--- config.mk ---
export PLATFORM = sky130hd
export DESIGN_NAME = washing_machine_ctrl_param
export DESIGN_NICKNAME = d
export VERILOG_FILES = /design/src/rtl/washing_machine_ctrl_param.sv
export SDC_FILE = /design/constraint.sdc
export NUM_CORES = 1
export LEC_CHECK = 0
export ABC_CLOCK_PERIOD_IN_PS = 2500
export BUFFER_PORTS_ARGS = -buffer_cell sky130_fd_sc_hd__buf_4
export CAP_MARGIN = 10
export CORE_UTILIZATION = 33
export DETAILED_ROUTE_END_ITERATION = 10
export GPL_ROUTABILITY_DRIVEN = 0
export REMOVE_ABC_BUFFERS = 1
export SLEW_MARGIN = 20
export SYNTH_ARGS = -nofsm -noshare
export SYNTH_HDL_FRONTEND = slang
export SYNTH_SLANG_ARGS = --single-unit
export TNS_END_PERCENT = 30
--- constraint.sdc ---
create_clock -name clk -period 2.5 [get_ports clk]
set_input_delay 0.25 -clock clk [delete_from_list [all_inputs] [get_ports clk]]
set_output_delay 0.25 -clock clk [all_outputs]
set_load 0.01 [all_outputs]
--- src/rtl/washing_machine_ctrl_param.sv ---
// rtl/washing_machine_ctrl_param.sv - self-timed washing machine controller
// Internal wash/rinse/spin timer, rinse passes, pause, fill/drain watchdogs and door fault.
module washing_machine_ctrl_param #(
  parameter int TW            = 16,
  parameter int WASH_CYCLES   = 100,
  parameter int RINSE_CYCLES  = 50,
  parameter int SPIN_CYCLES   = 80,
  parameter int FILL_TIMEOUT  = 200,
  parameter int DRAIN_TIMEOUT = 200,
  parameter int RW            = 3
) (
  input  logic          clk,
  input  logic          reset,
  input  logic          start,
  input  logic          pause,
  input  logic          door_close,
  input  logic          filled,
  input  logic          detergent_added,
  input  logic          drained,
  input  logic [RW-1:0] rinse_cfg,
  output logic          door_lock,
  output logic          motor_on,
  output logic          fill_valve_on,
  output logic          drain_valve_on,
  output logic          soap_wash,
  output logic          water_wash,
  output logic          done,
  output logic          fault,
  output logic [1:0]    fault_code,
  output logic [RW-1:0] rinse_left
);

  typedef enum logic [3:0] {
    S_IDLE, S_FILL_SOAP, S_WASH, S_DRAIN_SOAP, S_FILL_RINSE,
    S_RINSE, S_DRAIN_RINSE, S_SPIN, S_DONE, S_FAULT
  } state_e;

  localparam logic [TW-1:0] WASH_LAST  = TW'(WASH_CYCLES - 1);
  localparam logic [TW-1:0] RINSE_LAST = TW'(RINSE_CYCLES - 1);
  localparam logic [TW-1:0] SPIN_LAST  = TW'(SPIN_CYCLES - 1);
  localparam logic [TW-1:0] FILL_LAST  = TW'(FILL_TIMEOUT - 1);
  localparam logic [TW-1:0] DRAIN_LAST = TW'(DRAIN_TIMEOUT - 1);

  state_e        state_q, state_d;
  logic [TW-1:0] timer_q, timer_d;
  logic [RW-1:0] rinse_left_q, rinse_left_d;
  logic [1:0]    fault_code_q, fault_code_d;
  logic          active, hold;

  assign active = (state_q != S_IDLE) && (state_q != S_DONE) && (state_q != S_FAULT);
  assign hold   = active && pause;

  always_ff @(posedge clk or negedge reset) begin
    if (!reset) begin
      state_q      <= S_IDLE;
      timer_q      <= '0;
      rinse_left_q <= '0;
      fault_code_q <= 2'd0;
    end else begin
      state_q      <= state_d;
      timer_q      <= timer_d;
      rinse_left_q <= rinse_left_d;
      fault_code_q <= fault_code_d;
    end
  end

  always_comb begin
    state_d      = state_q;
    rinse_left_d = rinse_left_q;
    fault_code_d = fault_code_q;
    // Door opening beats every other transition, paused or not.
    if (active && !door_close) begin
      state_d      = S_FAULT;
      fault_code_d = 2'd3;
    end else if (!hold) begin
      case (state_q)
        S_IDLE: begin
          if (start && door_close) begin
            state_d      = S_FILL_SOAP;
            rinse_left_d = rinse_cfg;
          end
        end
        S_FILL_SOAP: begin
          if (filled && detergent_added) begin
            state_d = S_WASH;
          end else if (timer_q == FILL_LAST) begin
            state_d      = S_FAULT;
            fault_code_d = 2'd1;
          end
        end
        S_WASH: begin
          if (timer_q == WASH_LAST) state_d = S_DRAIN_SOAP;
        end
        S_DRAIN_SOAP: begin
          if (drained) begin
            state_d = (rinse_left_q == '0) ? S_SPIN : S_FILL_RINSE;
          end else if (timer_q == DRAIN_LAST) begin
            state_d      = S_FAULT;
            fault_code_d = 2'd2;
          end
        end
        S_FILL_RINSE: begin
          if (filled) begin
            state_d = S_RINSE;
          end else if (timer_q == FILL_LAST) begin
            state_d      = S_FAULT;
            fault_code_d = 2'd1;
          end
        end
        S_RINSE: begin
          if (timer_q == RINSE_LAST) state_d = S_DRAIN_RINSE;
        end
        S_DRAIN_RINSE: begin
          if (drained) begin
            rinse_left_d = (rinse_left_q == '0) ? '0 : rinse_left_q - RW'(1);
            state_d      = (rinse_left_q <= RW'(1)) ? S_SPIN : S_FILL_RINSE;
          end else if (timer_q == DRAIN_LAST) begin
            state_d      = S_FAULT;
            fault_code_d = 2'd2;
          end
        end
        S_SPIN: begin
          if (timer_q == SPIN_LAST) state_d = S_DONE;
        end
        S_DONE: begin
          if (!start) state_d = S_IDLE;
        end
        S_FAULT: state_d = S_FAULT;
        default: state_d = S_IDLE;
      endcase
    end
  end

  always_comb begin
    timer_d = timer_q;
    if (state_d != state_q) begin
      timer_d = '0;
    end else if (!hold && (timer_q != '1)) begin
      timer_d = timer_q + TW'(1);
    end
  end

  always_comb begin
    door_lock      = 1'b0;
    motor_on       = 1'b0;
    fill_valve_on  = 1'b0;
    drain_valve_on = 1'b0;
    soap_wash      = 1'b0;
    water_wash     = 1'b0;
    done           = 1'b0;
    fault          = 1'b0;
    case (state_q)
      S_FILL_SOAP:   begin door_lock = 1'b1; fill_valve_on = 1'b1; soap_wash = 1'b1; end
      S_WASH:        begin door_lock = 1'b1; motor_on = 1'b1; soap_wash = 1'b1; end
      S_DRAIN_SOAP:  begin door_lock = 1'b1; drain_valve_on = 1'b1; end
      S_FILL_RINSE:  begin door_lock = 1'b1; fill_valve_on = 1'b1; water_wash = 1'b1; end
      S_RINSE:       begin door_lock = 1'b1; motor_on = 1'b1; water_wash = 1'b1; end
      S_DRAIN_RINSE: begin door_lock = 1'b1; drain_valve_on = 1'b1; end
      S_SPIN:        begin door_lock = 1'b1; motor_on = 1'b1; drain_valve_on = 1'b1; end
      S_DONE:        done = 1'b1;
      S_FAULT:       begin fault = 1'b1; door_lock = 1'b1; drain_valve_on = 1'b1; end
      default:       ;
    endcase
    // Pause stops every actuator but keeps the door latched and wash phase flags.
    if (hold) begin
      motor_on       = 1'b0;
      fill_valve_on  = 1'b0;
      drain_valve_on = 1'b0;
    end
  end

  assign fault_code = fault_code_q;
  assign rinse_left = rinse_left_q;

endmodule

==> flow_summary.ini, run 1 <==
[outcome]
status = finished, violations left
violations = setup timing

[critical_path]
path_delay_family = simple AND/OR/NAND/NOR gates
cp.arrival_ns = 2.82
cp_cell_sequence = or4_4 -> nor4_4 -> o2bb2ai_2 -> or3_4 -> nor3_4 -> mux2i_2 -> buf_12 -> nor3_1
critPathMaxFanout = 16
critical_path_class = flop to flop
worstSetupEndpointType = flop
required_ns = 2.68
crit_path_top_delay_cell = or4_4
setup.worst_path.start_class = flop
max_stage_delay_ns = 0.57
crit_buf_inv = 1

[yosys]
yosysTopAreaCell = dfrtp_1
ys_seq_elements = 25
syn_area_sq_um = 2030
synth_top_cell_area_share = 0.308
yosysUniqueCellTypes = 55
synth_edf_count = 0
synth_flop_cell = dfrtp_1
synth_cells = 247
ys_seq_area_frac = 0.308
yosysWarnings = 0
async_flop_share = 1.00
syn_avg_cell_area_sq_um = 8.24
ys_top_cells_by_area = dfrtp_1, nor3_2, nor2_1

[cts]
cts_tree = yes
cts_buffers = 3
insertion_delay_ns = 0.28
cts_setup_buffers = 0
cts_root_buf = clkbuf_8
cts.path.max_buffers = 2
cts_num_sinks = 25
htree_levels = 1
clk_pin_slew_ns = 0.11

[placed_design]
dp_worst_setup_slack_ns = -0.189
hpwl_um = 4480
port_buffers = 23

[layout]
fin_nets = 331
mostFrequentLayoutCell = buf_4
n_antenna_cell = 0
multi_input_area_sq_um = 1370
nFillCells = 603
layout_common_cells = buf_4, nor2_1, dfrtp_1
seqCellArea_sq_um = 626
drive_above_1_share = 0.325
syn_to_final_growth_pct = 36.3

[route]
viasPerCell = 5.46
wl_per_cell_um = 15.2
vias = 2122
antenna_left = 0
drc_errors = 0
wirelength_um = 5900
dr.pass1.iters = 4
drt_iter0_markers = 115

[power]
cellPowerDensity_nw_per_um2 = 741
p_leak_nw = 1.19
irDropWorstVdd_uv = 339

[sta]
hold_viol_final = 0
rsz0062_at_grt = yes
worst_pin_slew_ns = 0.492
setup_viol = 16
slew_viol_final = 0
fin_ws_ns = -0.136
min_period_ns = 2.64
fin_skew_ns = 0.00297
relSlewSlack = 0.669
tns_ns = -1.96
fin_crit_sh = 1.05
max_freq_mhz = 379

[floorplanning]
rows = 28
die_w_um = 80.5
die-area_sq_um = 6480
io_pins = 24
start_util = 0.344
die_h_um = 80.5
coreArea_sq_um = 5920

[global_route]
antenna_found_initial = 0
grt_pass1_vias = 2121
grt_start_max_net_pins = 26
grt_usage = 0.200
grt_pass1_wl_um = 10000
globalRoute.totalOverflow = 0

[min_path]
hold_class = input port to flop

[run]
cap_violations = 0
-- worst register-to-register path: stages, from the launching register on --
cell and delay, ns:
dfrtp_1 0.40, or4_4 0.57, nor4_4 0.34, o2bb2ai_2 0.09
or3_4 0.40, nor3_4 0.16, mux2i_2 0.30, buf_12 0.20
nor3_1 0.07
-- per-stage QoR --
stage	cell area [sq um]	total power, W	util	hold slack (ns)	std cells
3_5_place_dp	2670	0.00175	0.451	0.184	384
3_3_place_gp	2670	0.00174	0.451	0.180	384
4_1_cts	2740	0.00204	0.463	0.212	389
2_1_floorplan	1980	0.00113	-	-0.0456	235
5_1_grt	2770	0.00219	0.469	0.213	389
6_report	2770	0.00206	0.469	0.222	389
-- cell usage after synthesis, drive strengths merged, types with 4 or more instances --
cell,instances
nand2b,6
a31oi,4
nand4,10
xnor2,4
clkbuf,8
buf,4
a211oi,4
xor2,10
nor4,5
nand3,6
inv,8
o22ai,5
dfrtp,25
o21ai,14
ha,5
nor2,28
nand2,19
nor3,23
a21oi,11
-- area by class of cell --
class | instances | area share
Clock inverter | 1 | 0.00316
Multi-Input combinational cell | 201 | 0.493
Timing Repair Buffer | 75 | 0.217
Inverter | 9 | 0.0122
Clock buffer | 3 | 0.0149
Tap cell | 75 | 0.0338
Sequential cell | 25 | 0.226
-- state kept, by name, summed over array words and instances (netlist names) --
signal,flops
fault_code,2
timer_q,16
rinse_left,3
state_q,4
-- routing by layer --
layer	global-route usage	part of all wire	up-vias
li1	-	-	1040
met5	0	0	-
met3	0.0307	0.035	4
met2	0.342	0.46	39
met1	0.264	0.49	1039
met4	0.0429	0.0090	0
-- where the power goes --
group          leakage (nW)  internal, W  switching, W  total [W]
clock network        0.0261     0.000118      0.000160   0.000278
registers             0.325     0.000463     0.0000728   0.000535
logic                 0.836     0.000576      0.000667    0.00124
total                  1.19      0.00116      0.000900    0.00206
-- cells by family (layout without fill, tap and decap cells) --
family                   count (synthesis)  in the layout  share of synthesized area
AO/OA/AOI/OAI                           57             57                      0.188
flip-flops                              25             25                      0.308
adder cells (fa/ha/maj)                  5              5                     0.0308
XOR/XNOR                                14             14                     0.0603
AND/OR/NAND/NOR                        122            122                      0.352
multiplexers                             3              3                     0.0166
buffers and inverters                   21             88                     0.0449
-- path summary, 6_finish.rpt --
path	startpoint	to	slack [ns]	depth (start not counted)
worst min-delay path	door_close	fault_code[1]	0.22	2
worst min register to register	fault_code[0]	fault_code[0]	0.52	2
worst max-delay path	timer_q[12]	timer_q[7]	-0.14	8
max in group asynchronous	reset	rinse_left[2]	1.84	2
worst max register to register	timer_q[12]	timer_q[7]	-0.14	8
min in group asynchronous	reset	timer_q[11]	0.40	2
-- timing repair --
| item | in CTS | in global routing |
|---|---|---|
| endpoints found under the setup margin | 16 | 16 |
| pin swaps | 1 | 2 |
| hold buffers | 1 | 0 |
| endpoints found under the hold margin | 25 | 0 |
| gates resized for setup | 2 | 6 |
Note: power is estimated with default switching activity, not from simulation.
==> inputs of run 2 (changes only) <==
--- a/config.mk
+++ b/config.mk
@@ -11,6 +11,7 @@
 export CORE_UTILIZATION = 33
 export DETAILED_ROUTE_END_ITERATION = 10
 export GPL_ROUTABILITY_DRIVEN = 0
+export MAX_ROUTING_LAYER = met4
 export REMOVE_ABC_BUFFERS = 1
 export SLEW_MARGIN = 20
 export SYNTH_ARGS = -nofsm -noshare
==> flow_summary.ini, run 2 (synthesis gave the netlist of run 1 again) <==
[route]
drt_iter0_markers = 126
vias = 2125
drc_errors = 0
wl_per_cell_um = 15.1
wirelength_um = 5880
dr.pass1.iters = 4
antenna_left = 0
viasPerCell = 5.46

[cts]
insertion_delay_ns = 0.28
cts_tree = yes
cts_setup_buffers = 0
cts_buffers = 3
clk_pin_slew_ns = 0.11
cts_num_sinks = 25
cts_root_buf = clkbuf_8
htree_levels = 1
cts.path.max_buffers = 2

[layout]
largest_register_ffs = 16
top_register = timer_q
drive_above_1_share = 0.325
layout_common_cells = buf_4, nor2_1, dfrtp_1
seqCellArea_sq_um = 626
syn_to_final_growth_pct = 36.3
mostFrequentLayoutCell = buf_4
multi_input_area_sq_um = 1370
nFillCells = 603
fin_nets = 331
n_antenna_cell = 0

[floorplanning]
die_h_um = 80.5
rows = 28
die-area_sq_um = 6480
coreArea_sq_um = 5920
die_w_um = 80.5
start_util = 0.344
io_pins = 24

[run]
cap_violations = 0

[sta]
fin_skew_ns = 0.00402
worst_pin_slew_ns = 0.492
setup_viol = 16
rsz0062_at_grt = yes
max_freq_mhz = 380
relSlewSlack = 0.669
hold_viol_final = 0
fin_ws_ns = -0.133
slew_viol_final = 0
fin_crit_sh = 1.05
min_period_ns = 2.63

[critical_path]
critical_path_class = flop to flop
worstSetupEndpointType = flop
critPathMaxFanout = 16
required_ns = 2.68
setup.worst_path.start_class = flop
cp.arrival_ns = 2.81

[global_route]
antenna_found_initial = 0
grt_pass1_vias = 2126
use_met3 = 0.0307
globalRoute.totalOverflow = 0
grt_pass1_wl_um = 10000
grt_start_max_net_pins = 26
globalRoute.busiestLayer = met2
use_met2 = 0.342
grt_usage = 0.206
use_met1 = 0.264

[min_path]
hold_class = input port to flop

[power]
p_leak_nw = 1.19
cellPowerDensity_nw_per_um2 = 741
irDropWorstVdd_uv = 339
p_total_w = 0.00205

[outcome]
violations = setup timing
status = finished, violations left

[placed_design]
dp_worst_setup_slack_ns = -0.189
hpwl_um = 4480
port_buffers = 23
==> run 2: worst paths after layout <==
kind	endpoint	slack, ns	start	cells after the start
max reg2reg	timer_q[6]	-0.13	timer_q[12]	8
max	timer_q[6]	-0.13	timer_q[12]	8
max in group asynchronous	rinse_left[2]	1.84	reset	2
min	fault_code[1]	0.22	door_close	2
min reg2reg	fault_code[0]	0.52	fault_code[0]	2
min in group asynchronous	timer_q[11]	0.40	reset	2
==> run 2: final cells by class <==
class                   count  area share
inverters                   9      0.0122
repair buffers             75       0.217
multi-input cells         201       0.493
clock buffers               3      0.0149
well taps                  75      0.0338
clock inverters             1     0.00316
flip-flops and latches     25       0.226
==> run 2: routing by layer <==
layer / vias up / wire length, um / share of wire
met3: 4 / 207 / 0.035
met5: - / 0 / 0
li1: 1040 / - / -
met2: 39 / 2750 / 0.47
met1: 1042 / 2870 / 0.49
met4: 0 / 53 / 0.0090
==> run 2: metrics by stage <==
step | setup TNS (ns) | hold WS [ns] | util | cells | area, sq um
5_1_grt | -3.75 | 0.213 | 0.469 | 389 | 2770
2_1_floorplan | -18.27 | -0.0456 | - | 235 | 1980
6_report | -1.91 | 0.223 | 0.469 | 389 | 2770
3_3_place_gp | -1.76 | 0.180 | 0.451 | 384 | 2670
4_1_cts | -2.62 | 0.212 | 0.463 | 389 | 2740
3_5_place_dp | -2.51 | 0.184 | 0.451 | 384 | 2670
==> run 2: critical path, stage by stage, from the launching register on <==
cell and delay, ns:
dfrtp_1 0.40, or4_4 0.57, nor4_4 0.34, o2bb2ai_2 0.09, or3_4 0.40, nor3_4 0.16, mux2i_2 0.30, buf_12 0.20
nor3_1 0.07
==> run 2: power by group <==
group	switching, W	internal, W	total (W)
Sequential	0.0000723	0.000463	0.000535
Combinational	0.000666	0.000576	0.00124
Clock	0.000161	0.000118	0.000278
Total	0.000899	0.00116	0.00205
==> run 2: repair_timing <==
| action | CTS | global route |
|---|---|---|
| setup endpoints to repair | 16 | 16 |
| resized for setup | 2 | 6 |
| endpoints found under the hold margin | 25 | 0 |
| pin swaps | 1 | 2 |
| hold buffers | 1 | 0 |
